[config.mk]
export PLATFORM = sky130hd
export DESIGN_NAME = proc_run_controller
export DESIGN_NICKNAME = d
export VERILOG_FILES = /design/src/rtl/proc_run_controller.sv
export SDC_FILE = /design/constraint.sdc
export NUM_CORES = 1
export LEC_CHECK = 0
export CAP_MARGIN = 10
export CELL_PAD_IN_SITES_DETAIL_PLACEMENT = 0
export CELL_PAD_IN_SITES_GLOBAL_PLACEMENT = 1
export CORE_UTILIZATION = 42
export DETAILED_ROUTE_END_ITERATION = 6
export PLACE_DENSITY = 0.89
export SYNTH_ARGS = -nofsm -noshare
export SYNTH_HDL_FRONTEND = slang
export SYNTH_SLANG_ARGS = --single-unit
[constraint.sdc]
create_clock -name clk -period 2.3 [get_ports clk]
set_clock_uncertainty 0.2 [all_clocks]
set_input_delay 0.575 -clock clk [delete_from_list [all_inputs] [get_ports clk]]
set_output_delay 0.575 -clock clk [all_outputs]
set_load 0.1 [all_outputs]
[src/rtl/proc_run_controller.sv]
// Front-end sequencer for the image Processor core: debounces buttons,
// issues one command per press, waits for completion, then dumps the bytes.
module proc_run_controller #(
   parameter int DEB_CYCLES = 4,
   parameter int ADDR_W     = 8,
   parameter int LAST_ADDR  = 255,
   parameter int TIMEOUT    = 1024
) (
   input  logic              clk,
   input  logic              rst,
   input  logic [2:0]        btn_raw,
   input  logic              proc_done,
   input  logic [7:0]        rd_data,
   output logic [2:0]        proc_btn,
   output logic [ADDR_W-1:0] proc_bytePos,
   output logic              dump_valid,
   output logic [7:0]        dump_data,
   input  logic              dump_ready,
   output logic              busy,
   output logic              err
);
   localparam int DW = $clog2(DEB_CYCLES + 1);
   localparam int WW = $clog2(TIMEOUT + 1);

   typedef enum logic [2:0] {
      IDLE,
      ISSUE,
      WAIT,
      FETCH,
      SEND
   } state_t;

   state_t state;
   state_t nextState;

   logic [2:0]        syncA;
   logic [2:0]        syncB;
   logic [2:0]        debLvl;
   logic [2:0]        debPrev;
   logic [2:0]        press;
   logic [DW-1:0]     debCnt [0:2];
   logic [2:0]        op;
   logic [2:0]        opNext;
   logic [ADDR_W-1:0] addr;
   logic [WW-1:0]     waitCnt;
   logic              waitExpired;
   logic              lastByte;
   logic              handshake;

   always_ff @(posedge clk or posedge rst) begin
      if (rst) begin
         syncA <= '0;
         syncB <= '0;
      end else begin
         syncA <= btn_raw;
         syncB <= syncA;
      end
   end

   // Level only flips after DEB_CYCLES straight disagreeing samples.
   always_ff @(posedge clk or posedge rst) begin
      if (rst) begin
         debLvl  <= '0;
         debPrev <= '0;
         for (int i = 0; i < 3; i++) begin
            debCnt[i] <= '0;
         end
      end else begin
         debPrev <= debLvl;
         for (int i = 0; i < 3; i++) begin
            if (syncB[i] == debLvl[i]) begin
               debCnt[i] <= '0;
            end else if (debCnt[i] == DW'(DEB_CYCLES - 1)) begin
               debLvl[i] <= syncB[i];
               debCnt[i] <= '0;
            end else begin
               debCnt[i] <= debCnt[i] + DW'(1);
            end
         end
      end
   end

   assign press = debLvl & ~debPrev;

   always_comb begin
      opNext = 3'b000;
      priority case (1'b1)
         press[2]: opNext = 3'b100;
         press[1]: opNext = 3'b010;
         press[0]: opNext = 3'b001;
         default:  opNext = 3'b000;
      endcase
   end

   assign waitExpired = (waitCnt == WW'(TIMEOUT - 1));
   assign lastByte    = (addr == ADDR_W'(LAST_ADDR));
   assign handshake   = (state == SEND) && dump_ready;

   always_ff @(posedge clk or posedge rst) begin
      if (rst) begin
         state <= IDLE;
      end else begin
         state <= nextState;
      end
   end

   always_comb begin
      nextState = state;
      unique case (state)
         IDLE: begin
            if (|press) nextState = ISSUE;
         end
         ISSUE: begin
            nextState = WAIT;
         end
         WAIT: begin
            if (proc_done) nextState = FETCH;
            else if (waitExpired) nextState = IDLE;
         end
         FETCH: begin
            nextState = SEND;
         end
         SEND: begin
            if (handshake) nextState = lastByte ? IDLE : FETCH;
         end
         default: begin
            nextState = IDLE;
         end
      endcase
   end

   always_ff @(posedge clk or posedge rst) begin
      if (rst) begin
         op        <= '0;
         addr      <= '0;
         waitCnt   <= '0;
         dump_data <= '0;
         err       <= 1'b0;
      end else begin
         if ((state == IDLE) && (|press)) begin
            op <= opNext;
         end
         if (state == ISSUE) begin
            waitCnt <= '0;
         end else if (state == WAIT) begin
            waitCnt <= waitCnt + WW'(1);
         end
         if ((state == WAIT) && proc_done) begin
            addr <= '0;
         end else if (handshake && !lastByte) begin
            addr <= addr + ADDR_W'(1);
         end
         // Core data is valid by the end of the FETCH cycle.
         if (state == FETCH) begin
            dump_data <= rd_data;
         end
         if ((state == WAIT) && waitExpired && !proc_done) begin
            err <= 1'b1;
         end
      end
   end

   always_comb begin
      proc_btn     = '0;
      proc_bytePos = '0;
      dump_valid   = 1'b0;
      busy         = 1'b1;
      unique case (state)
         IDLE: begin
            busy = 1'b0;
         end
         ISSUE: begin
            proc_btn = op;
         end
         WAIT: begin
            proc_btn = '0;
         end
         FETCH: begin
            proc_bytePos = addr;
         end
         SEND: begin
            proc_bytePos = addr;
            dump_valid   = 1'b1;
         end
         default: begin
            busy = 1'b0;
         end
      endcase
   end
endmodule
## Yosys cells after proc, flatten, opt, wreduce, memory -nomap -nowiden

Cells that the tools add are included.

| storage, ports and cells | value |
|---|---|
| register bits | 55 |
| input port bits | 15 |
| output and inout port bits | 22 |
| word-level logic and storage cells | 81 |

| operators by class | value |
|---|---|
| $add $sub $neg | 5 |
| equal/unequal tests | 15 |
| multiplexer cells | 23 |
| bitwise operators | 5 |
| reduce and logical (&&, ||, !) cells | 18 |

Operator list:

| cell | number |
|---|---|
| $mux W3 | 12 |
| $mux W8 | 3 |
| $mux W11 | 2 |
| $eq A3 B2 Y1 const B | 5 |
| $pmux W3 S5 | 1 |
| $add A11 B1 Y11 const B | 1 |
| $eq A11 B10 Y1 const B | 1 |
| $add A3 B1 Y3 const B | 3 |
| $add A8 B1 Y8 const B | 1 |
| $eq A8 B8 Y1 const B | 1 |
| $logic_and A1 B1 Y1 | 6 |
| $reduce_and A2 Y1 | 3 |
| $mux W2 | 2 |
| $ne A2 B2 Y1 const B | 2 |
| $reduce_bool A2 Y1 | 2 |
| $reduce_or A4 Y1 | 1 |
| $and A3 B3 Y3 | 1 |
| $eq A1 B1 Y1 | 3 |
| $eq A3 B1 Y1 const B | 1 |
| $eq A3 B3 Y1 const B | 1 |
| $logic_not A3 Y1 | 1 |
| $mux W1 | 3 |
| $ne A3 B3 Y1 const B | 1 |
| $not A1 Y1 | 3 |
| 5 further kinds | 6 |

## Longest topological paths before layout

Gate-level depths: netlist (run 1).

| logic depth | value |
|---|---|
| depth in word-level cells | 5 |
| gate-level depth with buffers | 8 |
| mapped depth without buffers | 6 |

## Least setup slack after synthesis (run 1)

Ideal clock, no wire load.

| path | value |
|---|---|
| kind | register to output |
| start | reg state[2] |
| end | out proc_bytePos[0] |
| arrival time | 2,505 ps |
| data required time | 1,525 ps |
| path slack | -980 ps |
| cell stages (with the launch flop) | 6 |
| path buffers | 1 |
| cell sequence | dfrtp_1 > buf_6 > inv_1 > nand3_1 > and2_0 > nor2b_1 |

| between the ends | value |
|---|---|
| longest elaborated chain between the ends | 3 |
| elaborated cells on any way between the ends | 4 |
| classes of those cells | 2 x eq/ne; 1 x mux; 1 x reduce/logical |

RTL lines:

| what | RTL line | text |
|---|---|---|
| start: declaration | 33 | `state_t state;` |
| start signal: assignment | 103 | `state <= nextState;` |
| $eq A3 B3 Y1 / $eq A3 B2 Y1 (equally long branches) | 168 | `unique case (state)` |
| $reduce_or A2 Y1 (no source line) * | -- |  |
| $mux W8 * | 168 |  |
| end: declaration | 15 | `output logic [ADDR_W-1:0] proc_bytePos,` |

Every way passes the cells marked *; elsewhere a longest branch is shown, timed or not.

## Final worst setup path (run 1)

| path | value |
|---|---|
| start | reg state[2] |
| end | out proc_btn[2] |

| between the ends | value |
|---|---|
| longest elaborated chain between the ends | 2 |

RTL lines:

| what | RTL line | text |
|---|---|---|
| $eq A3 B1 Y1 | 168 |  |
| $mux W3 | 168 |  |
| end: declaration | 14 | `output logic [2:0] proc_btn,` |

Every way passes these cells.

==> flow_summary.yaml, run 1 <==
route:
  wl_met2_um: 2326
  ant_nets: 0
  top_layer: "met4"
  drt_wl_total_um: 4614
  viasPerCell: 5.248
  drc: 0
  drt-wirelength-per-cell_um: 13.61
  met1_length_um: 2033
  drt_iter0_markers: 90
  num_vias: 1779
  wl_met3_um: 206
  drt_pass1_iterations: 4
setup_path:
  reg2reg_to: "waitCnt[9]$_DFFE_PP0P_"
  criticalPathCategory: "reg -> out"
  crit_path_end_kind: "primary output"
  path_cells: "nor3b_1 > buf_4 > and2_2 > buf_12"
  cpMaxStageDelayCell: "dfrtp_2"
  cp_data_required_time_ps: 1520
  r2r_start: "state[0]$_DFFE_PP0P_"
  path_max_fanout: 6
  cpPeakStageDelay_ps: 470
  worstSetupStartpointType: "register"
  r2r_setup_slack_ps: 170
  critical_path_buf_inv_count: 2
  worstPathArrival_ps: 1550
  r2r_cells: 5
  crit_family: "flip-flops"
finish:
  antennaDiodeCount: 0
  nets: 286
  area_growth_pct: 35.14
  drive_above_1_share_pct: 32.21
floorplanning:
  die_area_mm2: 0.006151
  coreArea_mm2: 0.005574
  ios: 37
  dieHeight_um: 78.43
  die_x_um: 78.43
  initial_core_util_pct: 44.02
  rows: 27
logic_synthesis:
  ys.flop_type: "dfrtp_1"
  async_reset_ff_share_pct: 100.0
  synth-seq-cells: 55
  yosys.area.top_type: "dfrtp_1"
  netlist_top_cells_count: "dfrtp_1, nand2_1, nor2b_1"
  yosysMostFrequentCell: "dfrtp_1"
  synth_top_area_share_pct: 56.09
  synth-seq-area-share_pct: 56.09
  synth.distinct_cells: 40
  synth_area_leaders: "dfrtp_1, mux2_2, nor2b_1"
  synth_area_mm2: 0.002454
  synth_nets: 231
  avgSynthCellArea_um2: 11.63
  yosysWarningCount: 0
  syn_inst: 211
  synth_edf_count: 0
sta:
  worst_slack_ps: -20.27
  finalCritPeriodShare_pct: 100.9
  period_needed_ps: 2320
  hold_viol_final: 0
  relSlewSlack_pct: 64.31
  finalSetupViolCount: 11
  holdWs_ps: 156.7
  rsz0062_at_grt: "yes"
  drv_slew: 0
  fin_tns_setup_ps: -149.8
  fmax_mhz: 431.0
  worst_pin_slew_ps: 531.3
power:
  power_switching_mw: 2.005
  seq_power_share_pct: 33.7
  p_sw_share_pct: 46.97
  p_comb_share_pct: 53.7
  ir_drop_mv: 1.053
  p_int_mw: 2.263
  clkPwrFrac_pct: 12.6
  power.density_mw_per_mm2: 1287
  leakage_nw: 1.400
clock_network:
  numCtsBuffers: 5
  htreeDepth: 2
  root_buffer: "clkbuf_8"
  cts_hold_buf: 0
  clock_latency_ps: 310
  cts_tree: "built"
  cts_buffer_depth: 2
  cts_sinks: 55
  clkTransAtPathRegs_ps: 100
placement:
  portBuffers: 36
  hpwl_um: 3249
  gp_congestion: 0.7599
grt:
  grt_pass1_vias: 1846
  grt_max_degree: 41
  overflow: 0
  grt_pass1_wl_um: 8073
  grt_util_all_layers_pct: 16.83
  antenna_found_initial: 0
worst_hold_path:
  holdPathStages: 0
  hold_path_class: "reg -> reg"
  holdPathEnd: "syncB[0]$_DFF_PP0_"
  min_from: "syncA[0]$_DFF_PP0_"
status:
  violations: "setup timing"
  status: "complete, but fails checks"
flow_run:
  maxCapViolCount: 0
==> kinds of logic after synthesis <==
group | share of synthesized area [%]
and+or+nand+nor | 18.92
DFF | 56.09
AOI/OAI and AO/OA | 9.843
muxes | 7.496
buffers and inverters | 2.958
xor gates and xnor gates | 2.142
adders and majority gates | 2.550
==> worst max-delay path by stage <==
stage,startpoint,end,slack [ps],cells after the start
2_1_floorplan,state[2]$_DFFE_PP0P_,proc_bytePos[0],0.6,5
3_3_place_gp,dump_ready,addr[4]$_DFFE_PP0P_,120,4
3_5_place_dp,dump_ready,addr[4]$_DFFE_PP0P_,70,4
4_1_cts,state[0]$_DFFE_PP0P_,proc_bytePos[1],-10,5
5_1_grt,state[1]$_DFFE_PP0P_,proc_bytePos[4],-90,5
6_report,state[2]$_DFFE_PP0P_,proc_btn[2],-20,4
==> power groups by stage <==
stage	Clock [mW]	Sequential (mW)	Combinational, mW
2_1_floorplan	0	1.90	1.17
4_1_cts	0.558	1.43	2.25
3_3_place_gp	0	1.44	2.11
6_report	0.537	1.44	2.29
5_1_grt	0.591	1.47	2.43
3_5_place_dp	0	1.46	2.13
==> area by class of cell <==
type / count / area [µm²]
inverter: 7 / 30.03
timing repair buffer: 53 / 628.1
fill: 465 / 2258
clock buffer: 5 / 68.82
tap: 72 / 90.09
sequential: 55 / 1380
multi-input combinational: 144 / 1094
clock inverter: 3 / 25.02
==> timing repair <==
action,in CTS,in global routing
setup buffers,7,3
resized for setup,6,2
endpoints found under the setup margin,11,18
pin swaps,2,3
==> registers in the layout, indices dropped and copies added, names as in the netlist <==
signal,flops
debCnt,9
debPrev,3
err,1
state,3
op,3
syncA,3
addr,8
waitCnt,11
syncB,3
dump_data,8
debLvl,3
==> per-layer routing <==
metal / vias up / GRT usage (%)
met5: - / 0
met2: 42 / 29.04
met3: 4 / 4.651
met1: 880 / 20.17
li1: 853 / -
met4: 0 / 5.741
==> through the flow <==
stage                     power [mW]  instance area (µm²)  util (%)  std cells  setup slack (ps)
after floorplan                3.067                 2539         -        211            0.5669
after global placement         3.550                 3128     56.12        321             118.7
after detailed placement       3.590                 3128     56.12        321             68.97
after CTS                      4.244                 3287     58.97        336            -12.80
after global routing           4.493                 3316     59.48        339            -94.05
final                          4.268                 3316     59.48        339            -20.27
==> layout by cell type (no fill, tap or decap), types with 4 or more instances in the layout <==
master	synthesis	final
dfrtp_1	55	52
buf_4	1	22
nand2_1	18	17
buf_12	0	15
clkdlybuf4s50_1	0	14
o21ai_0	12	12
mux2_2	11	11
nand3_1	10	9
nor2_1	9	8
nor3_1	8	8
nor2b_1	16	8
nor2b_4	0	8
mux2i_1	6	6
nor3b_1	5	5
o211ai_1	5	5
ha_1	5	5
clkbuf_8	0	5
xnor2_1	5	4
inv_1	7	4
a21oi_1	4	4
No activity file was read; power rests on OpenSTA's default activity.
==> inputs of run 2 (changes only) <==
--- a/config.mk
+++ b/config.mk
@@ -11,6 +11,7 @@
 export CORE_UTILIZATION = 42
 export DETAILED_ROUTE_END_ITERATION = 6
 export PLACE_DENSITY = 0.89
+export SLEW_MARGIN = 20
 export SYNTH_ARGS = -nofsm -noshare
 export SYNTH_HDL_FRONTEND = slang
 export SYNTH_SLANG_ARGS = --single-unit
==> results of run 2 <==
The final DEF is identical to that of run 1; final timing and power are the same.
==> edit (flow settings as in run 2) <==
Reset style: synchronous (`rst`), changed in 4 clocked blocks.
--- a/src/rtl/proc_run_controller.sv
+++ b/src/rtl/proc_run_controller.sv
@@ -47,7 +47,7 @@
    logic              lastByte;
    logic              handshake;
 
-   always_ff @(posedge clk or posedge rst) begin
+   always_ff @(posedge clk) begin
       if (rst) begin
          syncA <= '0;
          syncB <= '0;
@@ -58,7 +58,7 @@
    end
 
    // Level only flips after DEB_CYCLES straight disagreeing samples.
-   always_ff @(posedge clk or posedge rst) begin
+   always_ff @(posedge clk) begin
       if (rst) begin
          debLvl  <= '0;
          debPrev <= '0;
@@ -96,7 +96,7 @@
    assign lastByte    = (addr == ADDR_W'(LAST_ADDR));
    assign handshake   = (state == SEND) && dump_ready;
 
-   always_ff @(posedge clk or posedge rst) begin
+   always_ff @(posedge clk) begin
       if (rst) begin
          state <= IDLE;
       end else begin
@@ -129,7 +129,7 @@
       endcase
    end
 
-   always_ff @(posedge clk or posedge rst) begin
+   always_ff @(posedge clk) begin
       if (rst) begin
          op        <= '0;
          addr      <= '0;
Check against the original RTL: differs if rst is asserted again (counterexample within 10 cycles, from zero or initial values and one cycle with rst high); with rst held inactive, the same outputs for 10 cycles.
==> edit against run 2 <==
Design area is 0.11% lower. Setup slack better by 51 ps. Area after synthesis is 0.25% lower. Critical path type unchanged. Cell count is 14% higher. Critical endpoint is now proc_bytePos[0]. Sequential cell count stayed put. Wire length is 2.8% lower. Non-clock buffer count is 3 higher.
Power is not compared: it rests on default switching activity, and its combinational part moved more than twofold at a synthesized area within 25%.
==> edit: results <==
[clock_network]
cts_resized = 5

[timing]
whs_ps = 249.1
layout_setup_ws_ps = 30.29

[logic_synthesis]
synth_adder_area_share_pct = 4.601
synth.distinct_cells = 41
yosysSeqAreaShare_pct = 48.67
synthCells = 255
synth-main-ff-cell = dfxtp_1
synth_compound_area_share_pct = 7.106
synth.area.mux_share_pct = 4.908
yosys-top-cells-area = dfxtp_1 38%, edfxtp_1 11%, nor2_1 5.4%

[final_layout]
drive_gt1_share_pct = 23.57
layoutNonFillerInstCount = 386
num-nets-final = 337
fillers = 498

[critical_path]
arrival_ps = 1490
critPathCapture = proc_bytePos[0]
crit_start = state[1]
r2r_cells = 3
cp_slowest_stage_delay_ps = 360
crit_family = buffers and inverters
worstReg2RegEnd = debCnt[1][1]
crit_fanout = 7

[detailed_routing]
viasPerCell = 4.977
wire_per_inst_um = 11.62
met3WireLength_um = 154
drt_iter0_markers = 68
met1_length_mm = 2.083

[grt]
grt_use_met2_pct = 26.40
grt_usage_pct = 15.87
grt_start_max_net_pins = 19
met1_usage_pct = 19.40
grt_pass1_vias = 1817

[placed_design]
pre_cts_slack_ps = -77.35
dp.cells = 370
dp_hpwl_mm = 3.297

[min_path]
hp-start = syncA[0]
min_path_cells = 1

[status]
status = completed
## edit: cell count changes after synthesis, moves of 6 or more
cell / before / now
nand2_1: 18 / 10
a21oi_1: 4 / 13
edfxtp_1: 0 / 9
dfxtp_1: 0 / 46
nor2_1: 9 / 35
mux2i_1: 6 / 12
o21ai_0: 12 / 6
xnor2_1: 5 / 12
mux2_2: 11 / 0
dfrtp_1: 55 / 0
## edit: cells by family (layout without fill, tap and decap cells)
| logic type | Yosys count | count (layout) |
|---|---|---|
| fa+ha+maj | 9 | 9 |
| buf+inv | 20 | 74 |
| compound gates | 29 | 29 |
| simple gates | 114 | 114 |
| mux | 12 | 12 |
| other cells | 1 | 6 |
| xor+xnor | 15 | 15 |
| flops | 55 | 55 |
## edit: cell type report
class | count | area share, %
Timing Repair Buffer | 56 | 19.15
Tap cell | 72 | 2.720
Clock inverter | 2 | 0.4911
Multi-Input combinational cell | 185 | 38.19
Inverter | 10 | 1.133
Clock buffer | 6 | 2.191
Sequential cell | 55 | 36.12
